<file path="src/rtl/rv32i_pkg.sv">
// Shared types and constants for the rv32i front end (fetch FSM states, prefetch entries).
package rv32i_pkg;

  localparam int          INSTR_BYTES = 4;
  localparam logic [31:0] NOP_INSTR   = 32'h0000_0013;

  typedef enum logic [1:0] {
    BOOT     = 2'd0,
    RUN      = 2'd1,
    REDIRECT = 2'd2
  } fetch_state_t;

  // pc is held at full 32-bit width; the fetch unit uses the low ADDR_BITS.
  typedef struct packed {
    logic [31:0] instr;
    logic [31:0] pc;
  } fetch_entry_t;

endpackage

</file>
<file path="src/rtl/fetch_fifo.sv">
// Prefetch FIFO of fetch_entry_t. Flush empties it and overrides push/pop in the same cycle.
module fetch_fifo
  import rv32i_pkg::*;
#(
  parameter int DEPTH = 2
) (
  input  logic                   clk,
  input  logic                   reset,
  input  logic                   push,
  input  logic                   pop,
  input  logic                   flush,
  input  fetch_entry_t           din,
  output fetch_entry_t           dout,
  output logic                   full,
  output logic                   empty,
  output logic [$clog2(DEPTH):0] count
);

  localparam int          PW      = $clog2(DEPTH);
  localparam logic [PW:0] DEPTH_V = (PW+1)'(DEPTH);

  fetch_entry_t  mem_q [DEPTH];
  logic [PW-1:0] rd_ptr_q, rd_ptr_d, wr_ptr_q, wr_ptr_d;
  logic [PW:0]   count_q, count_d;
  logic          do_push, do_pop;

  assign full    = (count_q == DEPTH_V);
  assign empty   = (count_q == '0);
  assign count   = count_q;
  assign dout    = mem_q[rd_ptr_q];
  assign do_pop  = pop && !empty && !flush;
  assign do_push = push && (!full || pop) && !flush;

  always_comb begin
    rd_ptr_d = rd_ptr_q;
    wr_ptr_d = wr_ptr_q;
    count_d  = count_q;
    if (flush) begin
      rd_ptr_d = '0;
      wr_ptr_d = '0;
      count_d  = '0;
    end else begin
      if (do_push) wr_ptr_d = wr_ptr_q + PW'(1);
      if (do_pop)  rd_ptr_d = rd_ptr_q + PW'(1);
      if (do_push && !do_pop)      count_d = count_q + (PW+1)'(1);
      else if (!do_push && do_pop) count_d = count_q - (PW+1)'(1);
    end
  end

  always_ff @(posedge clk or posedge reset) begin
    if (reset) begin
      rd_ptr_q <= '0;
      wr_ptr_q <= '0;
      count_q  <= '0;
      for (int i = 0; i < DEPTH; i++) mem_q[i] <= '0;
    end else begin
      rd_ptr_q <= rd_ptr_d;
      wr_ptr_q <= wr_ptr_d;
      count_q  <= count_d;
      if (do_push) mem_q[wr_ptr_q] <= din;
    end
  end

endmodule

</file>
<file path="src/rtl/fetch_unit.sv">
// Sequential instruction fetch with prefetch FIFO and redirect flush.
// Optional FETCH_STATS_EN adds stat_fetched / stat_flushed counters.
module fetch_unit
  import rv32i_pkg::*;
#(
  parameter int                   ADDR_BITS  = 16,
  parameter logic [ADDR_BITS-1:0] RESET_PC   = '0,
  parameter int                   FIFO_DEPTH = 2
) (
  input  logic                 clk,
  input  logic                 reset,
  output logic                 rd_mem_en,
  output logic [ADDR_BITS-1:0] rd_mem_addr,
  input  logic [31:0]          rd_mem_data,
  output logic                 instr_valid,
  input  logic                 instr_ready,
  output logic [31:0]          instr_data,
  output logic [ADDR_BITS-1:0] instr_pc,
  input  logic                 redirect_valid,
  input  logic [ADDR_BITS-1:0] redirect_pc
`ifdef FETCH_STATS_EN
  ,
  output logic [31:0]          stat_fetched,
  output logic [31:0]          stat_flushed
`endif
);

  // Handshake: a transfer happens in any cycle with instr_valid && instr_ready;
  // the head entry is held stable while valid is high and ready is low.

  localparam int                   CW      = $clog2(FIFO_DEPTH) + 1;
  localparam logic [CW:0]          DEPTH_V = (CW+1)'(FIFO_DEPTH);
  localparam logic [ADDR_BITS-1:0] PC_STEP = ADDR_BITS'(INSTR_BYTES);
  localparam logic [ADDR_BITS-1:0] PC_INIT = {RESET_PC[ADDR_BITS-1:2], 2'b00};

  fetch_state_t         state_q, state_d;
  logic [ADDR_BITS-1:0] pc_q, pc_d, issue_pc_q;
  logic                 inflight_q;
  logic                 issue, push, pop;
  logic [CW:0]          occupancy;
  logic [CW-1:0]        fifo_count;
  logic                 fifo_full, fifo_empty;
  fetch_entry_t         push_entry, head;
  logic [31:0]          head_pc_unused;

  assign pop         = !fifo_empty && instr_ready;
  assign push        = inflight_q && !redirect_valid;
  assign instr_valid = !fifo_empty;
  assign instr_data  = head.instr;
  assign instr_pc    = head.pc[ADDR_BITS-1:0];
  assign head_pc_unused = head.pc;

  assign push_entry.instr = rd_mem_data;
  assign push_entry.pc    = 32'(issue_pc_q);

  always_ff @(posedge clk or posedge reset) begin
    if (reset) state_q <= BOOT;
    else       state_q <= state_d;
  end

  always_comb begin
    state_d = state_q;
    unique case (state_q)
      BOOT:     state_d = redirect_valid ? REDIRECT : RUN;
      RUN:      if (redirect_valid) state_d = REDIRECT;
      REDIRECT: state_d = redirect_valid ? REDIRECT : RUN;
      default:  state_d = BOOT;
    endcase
  end

  // A pop this cycle frees a slot, so issue may proceed even at full occupancy.
  always_comb begin
    occupancy   = {1'b0, fifo_count} + {{CW{1'b0}}, inflight_q};
    issue       = (state_q == RUN) && !redirect_valid && ((occupancy < DEPTH_V) || pop);
    rd_mem_en   = issue;
    rd_mem_addr = issue ? pc_q : '0;
  end

  always_comb begin
    pc_d = pc_q;
    if (redirect_valid) pc_d = {redirect_pc[ADDR_BITS-1:2], 2'b00};
    else if (issue)     pc_d = pc_q + PC_STEP;
  end

  always_ff @(posedge clk or posedge reset) begin
    if (reset) begin
      pc_q       <= PC_INIT;
      issue_pc_q <= '0;
      inflight_q <= 1'b0;
    end else begin
      pc_q       <= pc_d;
      inflight_q <= issue;
      if (issue) issue_pc_q <= pc_q;
    end
  end

  fetch_fifo #(.DEPTH(FIFO_DEPTH)) u_fifo (
    .clk   (clk),
    .reset (reset),
    .push  (push),
    .pop   (pop),
    .flush (redirect_valid),
    .din   (push_entry),
    .dout  (head),
    .full  (fifo_full),
    .empty (fifo_empty),
    .count (fifo_count)
  );

  a_no_push_when_full: assert property (@(posedge clk) disable iff (reset)
    !(push && fifo_full && !pop));

`ifdef FETCH_STATS_EN
  logic [31:0] stat_fetched_q, stat_flushed_q;

  // Discarded = entries left after this cycle's pop, plus the response being dropped.
  always_ff @(posedge clk or posedge reset) begin
    if (reset) begin
      stat_fetched_q <= '0;
      stat_flushed_q <= '0;
    end else begin
      if (pop) stat_fetched_q <= stat_fetched_q + 32'd1;
      if (redirect_valid)
        stat_flushed_q <= stat_flushed_q + 32'(fifo_count) - 32'(pop) + 32'(inflight_q);
    end
  end

  assign stat_fetched = stat_fetched_q;
  assign stat_flushed = stat_flushed_q;
`endif

endmodule

</file>
<file path="config.mk">
export PLATFORM = sky130hd
export DESIGN_NAME = fetch_unit
export DESIGN_NICKNAME = d
export VERILOG_FILES = /design/src/rtl/rv32i_pkg.sv /design/src/rtl/fetch_fifo.sv /design/src/rtl/fetch_unit.sv
export SDC_FILE = /design/constraint.sdc
export NUM_CORES = 1
export LEC_CHECK = 0
export BUFFER_PORTS_ARGS = -buffer_cell sky130_fd_sc_hd__buf_2
export CORE_ASPECT_RATIO = 0.75
export CORE_MARGIN = 4
export CORE_UTILIZATION = 40
export DETAILED_ROUTE_END_ITERATION = 10
export PLACE_DENSITY_LB_ADDON = 0.12
export SLEW_MARGIN = 20
export SYNTH_ARGS = -nofsm -noshare
export SYNTH_HDL_FRONTEND = slang
export SYNTH_SLANG_ARGS = --single-unit
export TNS_END_PERCENT = 10
</file>
<file path="constraint.sdc">
create_clock -name clk -period 4.92 [get_ports clk]
set_clock_uncertainty 0.1 [all_clocks]
set_input_delay 0.492 -clock clk [delete_from_list [all_inputs] [get_ports clk]]
set_output_delay 0.492 -clock clk [all_outputs]
set_load 0.02 [all_outputs]
</file>
# After elaboration in Yosys (flattened, before gate mapping)
# Index checks and enable logic that the tools add are counted.
# op_classes
muxes	19
eq_ne	4
order_cmp	4
bitwise	2
add_sub_neg	6
n_reduce_logical	25
# ops
op	count
two-way mux 64 bit	4
bitwise mux 128 bit	1
demux 64 bit (select 1 bit)	1
two-way mux 16 bit	3
adder 16 x 3 -> 16 bit, second input constant	1
logical AND 1 bit	11
two-way mux 2 bit	5
nonzero test 2 bit	3
logical NOT 1 bit	5
== test 2 bit, second input constant	2
>= comparator 2 bit, second input constant	2
logical NOT 2 bit	2
two-way mux 1 bit	4
NOT 1 -> 2 bit	2
one-hot mux 2 bit (2 select lines)	1
adder 2 x 1 -> 3 bit	1
< comparator 3 x 2 -> 1 bit, second input constant	1
nonzero test 3 bit	1
adder 1 bit, second input constant	2
adder 2 x 1 -> 2 bit, second input constant	1
== test 2 x 1 -> 1 bit, second input constant	1
logical OR 1 bit	2
< comparator 2 x 1 -> 1 bit, second input constant	1
inequality test 2 bit, second input constant	1
other kinds (2)	2
# word_totals
elab_cells	71
reg_bits	167

# Logic depth before layout (Yosys ltp)
# Gate-level depths: netlist (run 1).
# depth
depth_word	11
ltp_mapped	6
ltp_nobuf	5

# Cells and area by module
# A second synthesis (run 1) with hierarchy kept.
# hier_totals
hier_cells	518
hier_area_um2	7566.0
# modules_own_cells
mod	seq_area_each_um2	instances	cells_per_inst	area_per_inst_um2
fetch_fifo	3303.2	1	369	5938.2
fetch_unit	775.7	1	149	1627.8

# Least setup slack after synthesis (run 1)
# OpenSTA, ideal clock, no wires.
# synth_timing
path_kind	register to output
start	register inflight_q
end	output rd_mem_addr[10]
path_slack_ns	2.596
arrival_time_ns	1.732
t_required_ns	4.328
n_path_buf	2
path_stages_with_launch	7
path_cell_list	dfrtp_1 > buf_4 > a21oi_4 > o21ai_2 > nor2_4 > clkbuf_1 > and2_1
# synth_between
elab_chain_len	5
# synth_lines
element	line_no	text
start, declared	fetch_unit.sv:38	logic inflight_q;
start signal, assigned	fetch_unit.sv:92	inflight_q <= issue;
adder 2 x 1 -> 3 bit	fetch_unit.sv:73	occupancy = {1'b0, fifo_count} + {{CW{1'b0}}, inflight_q};
< comparator 3 x 2 -> 1 bit	fetch_unit.sv:74	issue = (state_q == RUN) && !redirect_valid && ((occupancy < DEPTH_V) || pop);
logical OR 1 bit	fetch_unit.sv:74	
logical AND 1 bit	fetch_unit.sv:74	
via rd_mem_en	fetch_unit.sv:12	output logic rd_mem_en,
two-way mux 16 bit	fetch_unit.sv:76	rd_mem_addr = issue ? pc_q : '0;
end, declared	fetch_unit.sv:13	output logic [ADDR_BITS-1:0] rd_mem_addr,
# The timed path passes the listed nets, and every way through them passes these cells.

# Final worst setup path (run 1)
# layout_timing
start	register inflight_q
end	output rd_mem_addr[2]
# layout_between
elab_chain_len	5
# layout_lines
element	line_no
adder 2 x 1 -> 3 bit	fetch_unit.sv:73
< comparator 3 x 2 -> 1 bit	fetch_unit.sv:74
logical OR 1 bit	fetch_unit.sv:74
logical AND 1 bit	fetch_unit.sv:74
two-way mux 16 bit	fetch_unit.sv:76
# Every way passes these cells.

==> results.cfg, run 1 <==
[outcome]
status = complete, no violations

[yosys]
synth_edf_count = 0
yosys.area_share.simple = 0.06360
synth_warnings = 0
synth.distinct_cells = 49
ys_seq_area_frac = 0.5332
synth_cells = 422
ys.flop_type = dfrtp_1
synthArstFlopShare = 1.000
synth_top_area_cell = dfrtp_1
avgSynthCellArea_um2 = 14.12
synth_top_area_frac = 0.5332
synthesis.area_mm2 = 0.005961
synth_xor_xnor_area_share = 0.01029
ys_ff_latch = 127
synth_adder_area_share = 0.002099
yosys-top-cells-area = dfrtp_1 (53%), mux2_2 (21%), mux2_4 (10%), and2_1 (1.5%), xor2_1 (0.88%)
synthMuxAreaShare = 0.3157
synth_top_family_by_area = multiplexers
synth-compound-area-share = 0.04576

[sta]
rsz0062_at_grt = false
final-max-slew-violation-count = 0
tns_ns = 0
relSlewSlack = 0.3041
hold_viol_final = 0
finalCritPeriodShare = 0.6048
max_freq_ghz = 0.3360
worst_pin_slew_ns = 1.044
fin_crit_ns = 2.976
setup_viol = 0

[power]
p_comb_frac = 0.228
peakVddDrop_v = 0.0002382
seq_power_share = 0.378
power.internal_w = 0.002795
swShare = 0.2638
p_per_area_mw_per_mm2 = 514.6
power.leakage_nw = 3.487
p_sw_w = 0.001002
clkPwrFrac = 0.395

[placed_design]
dp.cells = 715
portBuffers = 111
place_congestion = 0.8384
dp_hpwl_um = 8367

[floorplan]
ioPinCount = 118
die_w_um = 149.0
die_y_um = 113.7
die_area_mm2 = 0.01694
core_area_mm2 = 0.01455
row_count = 38
initial_core_util = 0.4097

[flow_run]
maxCapViolCount = 0

[clock_network]
cts-buffers-inserted = 17
root_buffer = clkbuf_16
postCtsSetupBuffers = 0
clk_latency_ns = 0.41
cts_resized = 0
clk_pin_slew_ns = 0.05
cts_hold_buf = 0
cts_tree = built
htree_levels = 4
cts_buffer_depth = 2
cts.sinks = 127

[drt]
drc_errors = 0
vias_per_cell = 4.987
ant_nets = 0
wl_per_cell_um = 17.13
vias = 3725
firstDrtPassIters = 4
initialDrtViolationCount = 119
finalWirelength_um = 12800

[worst_setup_path]
cp.arrival_ns = 2.38
setup.worst_path.end_class = output port
slowest_delay_ns = 0.60
slowest_stage = nor2_4
path_class = reg -> out
worstPathRequired_ns = 4.33
cp_cell_sequence = a21oi_4 -> o21ai_2 -> nor2_4 -> and2_1 -> buf_2
crit_fanout = 29
cp-start-kind = flip-flop

[layout]
layout_commonest_cell = dfrtp_1
area.sequential_mm2 = 0.003179
final_core_util = 0.5071
nNetsFinal = 587
layoutNonFillerInstCount = 747
final_cell_mix = dfrtp_1 (126), mux2_2 (112), buf_2 (111)
num-fill-cells = 1274
drive_above_1_share = 0.5667
syn_to_final_growth_pct = 23.76
diodes = 0
multi_input_area_mm2 = 0.002623

[global_route]
grt_max_degree = 49
grt_pass1_vias = 4056
antenna_found_initial = 1
grt_overflow = 0
grt_pass1_wl_um = 21000
grt_usage = 0.1590

[min_path]
hold_path.class = in -> async
logic make-up after synthesis:
family | Yosys count
mux | 154
buf+inv | 30
fa+ha+maj | 1
flops | 127
simple gates | 66
xor+xnor | 7
compound gates | 36
other cells | 1
critical path: cells and delay by family (launching register included):
family / cells / cell delay, ns
buf+inv: 1 / 0.17
flops: 1 / 0.50
compound gates: 2 / 0.45
simple gates: 2 / 0.85
power groups by stage:
stage	clock network, W	registers (W)	logic [W]
global placement	0	0.00143	0.000859
CTS	0.00153	0.00143	0.000880
finish	0.00150	0.00143	0.000864
floorplan	0	0.00139	0.000668
global route	0.00158	0.00147	0.000937
detailed placement	0	0.00145	0.000875
registers in the layout (all words and copies together), names as in the netlist:
| name | count |
|---|---|
| inflight_q | 1 |
| issue_pc_q | 14 |
| pc_q | 14 |
| state_q | 2 |
| u_fifo.count | 2 |
| u_fifo.mem_q | 92 |
| u_fifo.rd_ptr_q | 1 |
| u_fifo.wr_ptr_q | 1 |
Yosys cell counts (3+ instances only):
cell type,number
mux2_4,40
buf_6,4
nor2_1,13
mux2_2,112
nand2_1,11
buf_4,5
o21ai_0,9
buf_2,8
and2_1,14
nand3_1,5
dfrtp_1,127
clkbuf_1,9
a21oi_1,3
a31oi_1,7
or4_1,4
nor3_1,3
or3_1,3
o31ai_1,3
xor2_1,6
final timing paths:
check,start,endpoint,slack (ns),cells after the start
setup / recovery,inflight_q$_DFF_PP0_,rd_mem_addr[2],1.94,5
hold / removal,reset,u_fifo.mem_q[123]$_DFFE_PP0P_,0.04,2
setup reg to reg,u_fifo.count[1]$_DFFE_PP0P_,u_fifo.mem_q[11]$_DFFE_PP0P_,2.37,4
hold reg to reg,state_q[1]$_DFFE_PP0P_,state_q[1]$_DFFE_PP0P_,0.36,1
max in group asynchronous,reset,u_fifo.mem_q[98]$_DFFE_PP0P_,3.63,3
min in group clk,redirect_pc[8],pc_q[8]$_DFFE_PP0P_,0.20,3
final cells by class:
cell class / instances / share of cell area
well taps: 200 / 0.03392
repair buffers: 116 / 0.08039
inverters: 4 / 0.002374
clock buffers: 23 / 0.06615
multi-input cells: 268 / 0.3555
clock inverters: 9 / 0.03070
flip-flops and latches: 127 / 0.4310
per-layer routing:
layer  GRT usage  part of all wire  wire, µm  vias up
met3     0.04091             0.048       613       17
met5           0            0.0010        13        -
met1      0.2185              0.48      6171     1868
met4     0.06402             0.013       165        2
met2      0.2422              0.46      5833       93
li1            -                 -         -     1745
through the flow:
step | hold slack [ns] | setup WS, ns | cell area, µm² | power [W]
floorplan | 0.3351 | 0.9437 | 5972 | 0.002058
global placement | 0.3488 | 1.757 | 6663 | 0.002292
detailed placement | 0.3534 | 1.784 | 6663 | 0.002323
CTS | 0.04931 | 1.901 | 7377 | 0.003846
global route | 0.07038 | 1.749 | 7377 | 0.003983
finish | 0.03553 | 1.944 | 7377 | 0.003796
Power figures use the tool's default switching activity.
==> run 2: changes to the inputs <==
==> constraint.sdc (replaced) <==
create_clock -name clk -period 2.4 [get_ports clk]
set_clock_uncertainty 0.1 [all_clocks]
set_input_delay 0.24 -clock clk [delete_from_list [all_inputs] [get_ports clk]]
set_output_delay 0.24 -clock clk [all_outputs]
set_load 0.02 [all_outputs]
==> run 2 against run 1 <==
Sequential share of layout area down 2.6 points. Die area unchanged. Clock-buffer cell count rose by 2. Global-route usage up 0.79 points. Setup slack lost 1.8 ns. Register-to-register slack got worse by 1.9 ns. Non-clock buffer count rose by 57. First-iteration DRC count rose by 83%. Sequential power up 110%. Sequential cell count unchanged. Critical path depth grew 1.
==> results.cfg, run 2 (synthesis gave the netlist of run 1 again) <==
[global_route]
grt_max_degree = 68
grt_usage = 0.1669
grt_pass1_vias = 4227
grt_pass1_wl_um = 22100
grt_overflow = 0
antenna_found_initial = 1

[worst_setup_path]
cp_cell_sequence = and2b_1 -> o21ai_2 -> nor2_4 -> buf_4 -> and2_1 -> buf_2
worstPathRequired_ns = 2.06
crit_fanout = 15
cp.buffers_inverters = 2
slowest_delay_ns = 0.38
cp-start-kind = flip-flop
path_delay_family = simple AND/OR/NAND/NOR gates
setup.worst_path.end_class = output port
cp.arrival_ns = 1.95
path_class = reg -> out
slowest_stage = dfrtp_1

[sta]
worst_pin_slew_ns = 0.6731
finalCritPeriodShare = 0.9528
max_freq_ghz = 0.4373
rsz0062_at_grt = false
relSlewSlack = 0.5503
worst_slack_ns = 0.1132
tns_ns = 0
hold_viol_final = 0
setup_viol = 0
final-max-slew-violation-count = 0
fin_crit_ns = 2.287

[drt]
firstDrtPassIters = 4
wl_per_cell_um = 16.71
initialDrtViolationCount = 218
vias_per_cell = 4.918
drc_errors = 0
vias = 3949
ant_nets = 0
finalWirelength_um = 13420

[placed_design]
dp_hpwl_um = 8717
dpl_cell_area_mm2 = 0.006807
place_congestion = 0.7946
portBuffers = 111
pre_cts_slack_ns = 0.4583

[layout]
layout_commonest_cell = dfrtp_1
largest_reg_flops = 92
fin_area_mm2 = 0.007851
area.sequential_mm2 = 0.003181
num-fill-cells = 1262
diodes = 0
final_cell_mix = dfrtp_1 (125), mux2_2 (112), buf_2 (111)
multi_input_area_mm2 = 0.002623
nNetsFinal = 644
syn_to_final_growth_pct = 31.72
drive_above_1_share = 0.5274
final_core_util = 0.5396
reg_top3 = u_fifo.mem_q x92, issue_pc_q x14, pc_q x14
largest_register = u_fifo.mem_q

[floorplan]
die_w_um = 149.0
row_count = 38
die_y_um = 113.7
ioPinCount = 118
die_area_mm2 = 0.01694
initial_core_util = 0.4097
core_area_mm2 = 0.01455

[flow_run]
maxCapViolCount = 0

[clock_network]
cts_buffer_depth = 2
cts_tree = built
cts-buffers-inserted = 17
clk_pin_slew_ns = 0.05
cts.sinks = 127
htree_levels = 4
clk_latency_ns = 0.41
root_buffer = clkbuf_16

[power]
p_per_area_mw_per_mm2 = 926.7
peakVddDrop_v = 0.0004933
power.leakage_nw = 3.686
p_total_w = 0.007276

[min_path]
hold_path.class = in -> reg

[outcome]
status = complete, no violations
-- run 2: report_power, final --
group	switching [W]	leakage [nW]	internal, W
Sequential	0.000316	1.59	0.00263
Combinational	0.000850	1.82	0.000997
Clock	0.000881	0.277	0.00160
-- run 2: through the flow --
| step | std cells | hold slack, ns |
|---|---|---|
| finish | 803 | 0.03060 |
| CTS | 801 | 0.01709 |
| floorplan | 425 | 0.2610 |
| global placement | 724 | 0.2721 |
| detailed placement | 724 | 0.2847 |
| global route | 803 | 0.04252 |
-- run 2: layout make-up --
cell class                      count  area share
Clock inverter                      6     0.01052
Sequential cell                   127      0.4051
Timing Repair Buffer              173      0.1543
Clock buffer                       25     0.06183
Tap cell                          200     0.03187
Inverter                            4    0.002390
Multi-Input combinational cell    268      0.3340
-- run 2: what timing repair did --
item / 4_1_cts / 5_1_grt
hold endpoints to repair: 104 / 0
resized for setup: 0 / 1
hold buffers: 46 / 0
setup endpoints to repair: 0 / 3
buffers inserted: 0 / 2
-- run 2: worst reg2reg max path: cells and delay by family (launching register included) --
kind	cells	cell delay, ns
AO/OA/AOI/OAI	1	0.22
adder cells (fa/ha/maj)	1	0.25
flip-flops	1	0.46
AND/OR/NAND/NOR	3	0.85
-- run 2: worst paths after layout --
path / slack (ns) / to / cells after the start / start
worst max register to register: 0.46 / pc_q[14]$_DFFE_PP0P_ / 5 / pc_q[2]$_DFFE_PP0P_
worst max-delay path: 0.11 / rd_mem_addr[4] / 6 / state_q[1]$_DFFE_PP0P_
min in group asynchronous: 0.38 / u_fifo.mem_q[124]$_DFFE_PP0P_ / 3 / reset
max in group asynchronous: 1.03 / u_fifo.count[0]$_DFFE_PP0P_ / 4 / reset
worst min-delay path: 0.03 / pc_q[15]$_DFFE_PP0P_ / 3 / redirect_pc[15]
worst min register to register: 0.36 / state_q[1]$_DFFE_PP0P_ / 1 / state_q[1]$_DFFE_PP0P_
-- run 2: per-layer routing --
| metal | global-route usage | vias up | part of all wire |
|---|---|---|---|
| li1 | - | 1857 | - |
| met1 | 0.2213 | 1992 | 0.47 |
| met2 | 0.2651 | 83 | 0.47 |
| met3 | 0.05083 | 15 | 0.046 |
| met4 | 0.05244 | 2 | 0.0098 |
| met5 | 0 | - | 0.00097 |
==> run 3: changes to the inputs <==
--- a/config.mk
+++ b/config.mk
@@ -8,7 +8,7 @@
 export BUFFER_PORTS_ARGS = -buffer_cell sky130_fd_sc_hd__buf_2
 export CORE_ASPECT_RATIO = 0.75
 export CORE_MARGIN = 4
-export CORE_UTILIZATION = 40
+export CORE_UTILIZATION = 39
 export DETAILED_ROUTE_END_ITERATION = 10
 export PLACE_DENSITY_LB_ADDON = 0.12
 export SLEW_MARGIN = 20
==> run 3 against run 2 <==
Cell area down 0.78%. Critical path depth unchanged. Via count down 0.25%. Clock-buffer cell count down 3. Global-route usage about the same. Die area up 2.4%. Hold slack worse by 0.0069 ns. Sequential cell count unchanged. Largest power group unchanged. Largest cell class unchanged.
==> results.cfg, run 3 (synthesis gave the netlist of run 1 again) <==
[sta]
rsz0062_at_grt = false
worst_pin_slew_ns = 0.6398
final-max-slew-violation-count = 0
tns_ns = 0
finalCritPeriodShare = 0.9451
relSlewSlack = 0.5726
setup_viol = 0
hold_viol_final = 0
fin_crit_ns = 2.268
max_freq_ghz = 0.4409

[floorplan]
die_w_um = 150.8
initial_core_util = 0.4044
die_y_um = 115.1
die_area_mm2 = 0.01735
ioPinCount = 118
row_count = 38
core_area_mm2 = 0.01474

[global_route]
grt_pass1_vias = 4299
grt_pass1_wl_um = 22470
antenna_found_initial = 0
grt_overflow = 0
grt_max_degree = 47
grt_usage = 0.1671

[worst_setup_path]
cp-start-kind = flip-flop
path_delay_family = flip-flops
crit_cells = 6
path_class = reg -> out
cp_cell_sequence = a21oi_4 -> o21ai_4 -> nor2_4 -> buf_12 -> and2_1 -> buf_2
slowest_stage = dfrtp_2
crit_fanout = 27
slowest_delay_ns = 0.48
cp.buffers_inverters = 2
setup.worst_path.end_class = output port
worstPathRequired_ns = 2.06
cp.arrival_ns = 1.93
r2r_cells = 5

[clock_network]
htree_levels = 4
cts-buffers-inserted = 17
clk_latency_ns = 0.41
cts_buffer_depth = 2
cts.sinks = 127
clk_pin_slew_ns = 0.05
root_buffer = clkbuf_16
cts_tree = built

[layout]
num-fill-cells = 1271
reg_top3 = u_fifo.mem_q x92, issue_pc_q x14, pc_q x14
final_cell_mix = dfrtp_1 (124), mux2_2 (112), buf_2 (111)
syn_to_final_growth_pct = 30.69
nNetsFinal = 637
final_core_util = 0.5285
largest_register = u_fifo.mem_q
drive_above_1_share = 0.5311
layout_commonest_cell = dfrtp_1
largest_reg_flops = 92
diodes = 0

[power]
peakVddDrop_v = 0.0005410
p_per_area_mw_per_mm2 = 927.8
power.leakage_nw = 3.653
p_total_w = 0.007227

[drt]
ant_nets = 0
drc_errors = 0
initialDrtViolationCount = 143
vias_per_cell = 4.955
finalWirelength_um = 13430
wl_per_cell_um = 16.89
firstDrtPassIters = 4
vias = 3939

[flow_run]
maxCapViolCount = 0

[outcome]
status = complete, no violations

[placed_design]
dp_hpwl_um = 8457
place_congestion = 0.8190
portBuffers = 111

[min_path]
hold_path.class = in -> reg
holdPathStages = 3
-- run 3: path summary, 6_finish.rpt --
path                                                 end                         from  slack [ns]
setup / recovery                         rd_mem_addr[11]  u_fifo.count[0]$_DFFE_PP0P_        0.13
setup reg to reg                    pc_q[10]$_DFFE_PP0P_          pc_q[3]$_DFFE_PP0P_        0.46
min in group asynchronous  u_fifo.mem_q[115]$_DFFE_PP0P_                        reset        0.37
hold / removal                      pc_q[14]$_DFFE_PP0P_              redirect_pc[14]        0.02
hold reg to reg                   state_q[1]$_DFFE_PP0P_       state_q[1]$_DFFE_PP0P_        0.37
max in group asynchronous    u_fifo.count[0]$_DFFE_PP0P_                        reset        1.17
-- run 3: metal layers --
metal	share of wire	up-vias	global-route usage	routed length [µm]
met5	0	-	0	0
met3	0.046	11	0.05162	622
met1	0.47	2004	0.2205	6318
met2	0.47	81	0.2675	6370
met4	0.0085	0	0.04831	114
li1	-	1843	-	-
-- run 3: cell type report --
cell class                      instances  area, µm²  share of cell area
Tap cell                              200      250.2             0.03212
Timing Repair Buffer                  166       1154              0.1481
Sequential cell                       127       3182              0.4084
Clock buffer                           22      464.2             0.05959
Inverter                                4      18.77            0.002409
Multi-Input combinational cell        268       2631              0.3378
Clock inverter                          8      90.09             0.01156
-- run 3: tightest hold or removal path: stages --
cell	delay, ns
buf_2	0.09
a22oi_1	0.08
nand3_1	0.09
-- run 3: what timing repair did --
action,CTS,global route
hold buffers,44,0
gates resized for setup,0,4
endpoints found under the hold margin,99,0
endpoints found under the setup margin,13,13
buffers inserted,1,0
pin swaps,1,0
-- run 3: through the flow --
stage / cell area, µm² / setup WS, ns / hold slack, ns / std cells
6_report: 7790 / 0.1317 / 0.02374 / 795
5_1_grt: 7790 / 0.01484 / 0.01501 / 795
4_1_cts: 7779 / 0.01027 / 0.002283 / 795
3_5_place_dp: 6777 / 0.4079 / 0.2650 / 720
3_3_place_gp: 6777 / 0.4306 / 0.2574 / 720
2_1_floorplan: 5976 / 0.3276 / 0.2610 / 425
-- run 3: report_power, final --
group	switching, W	internal, W	leakage (nW)
logic	0.000858	0.000995	1.79
clock network	0.000879	0.00156	0.279
registers	0.000306	0.00263	1.58
total	0.00204	0.00518	3.65
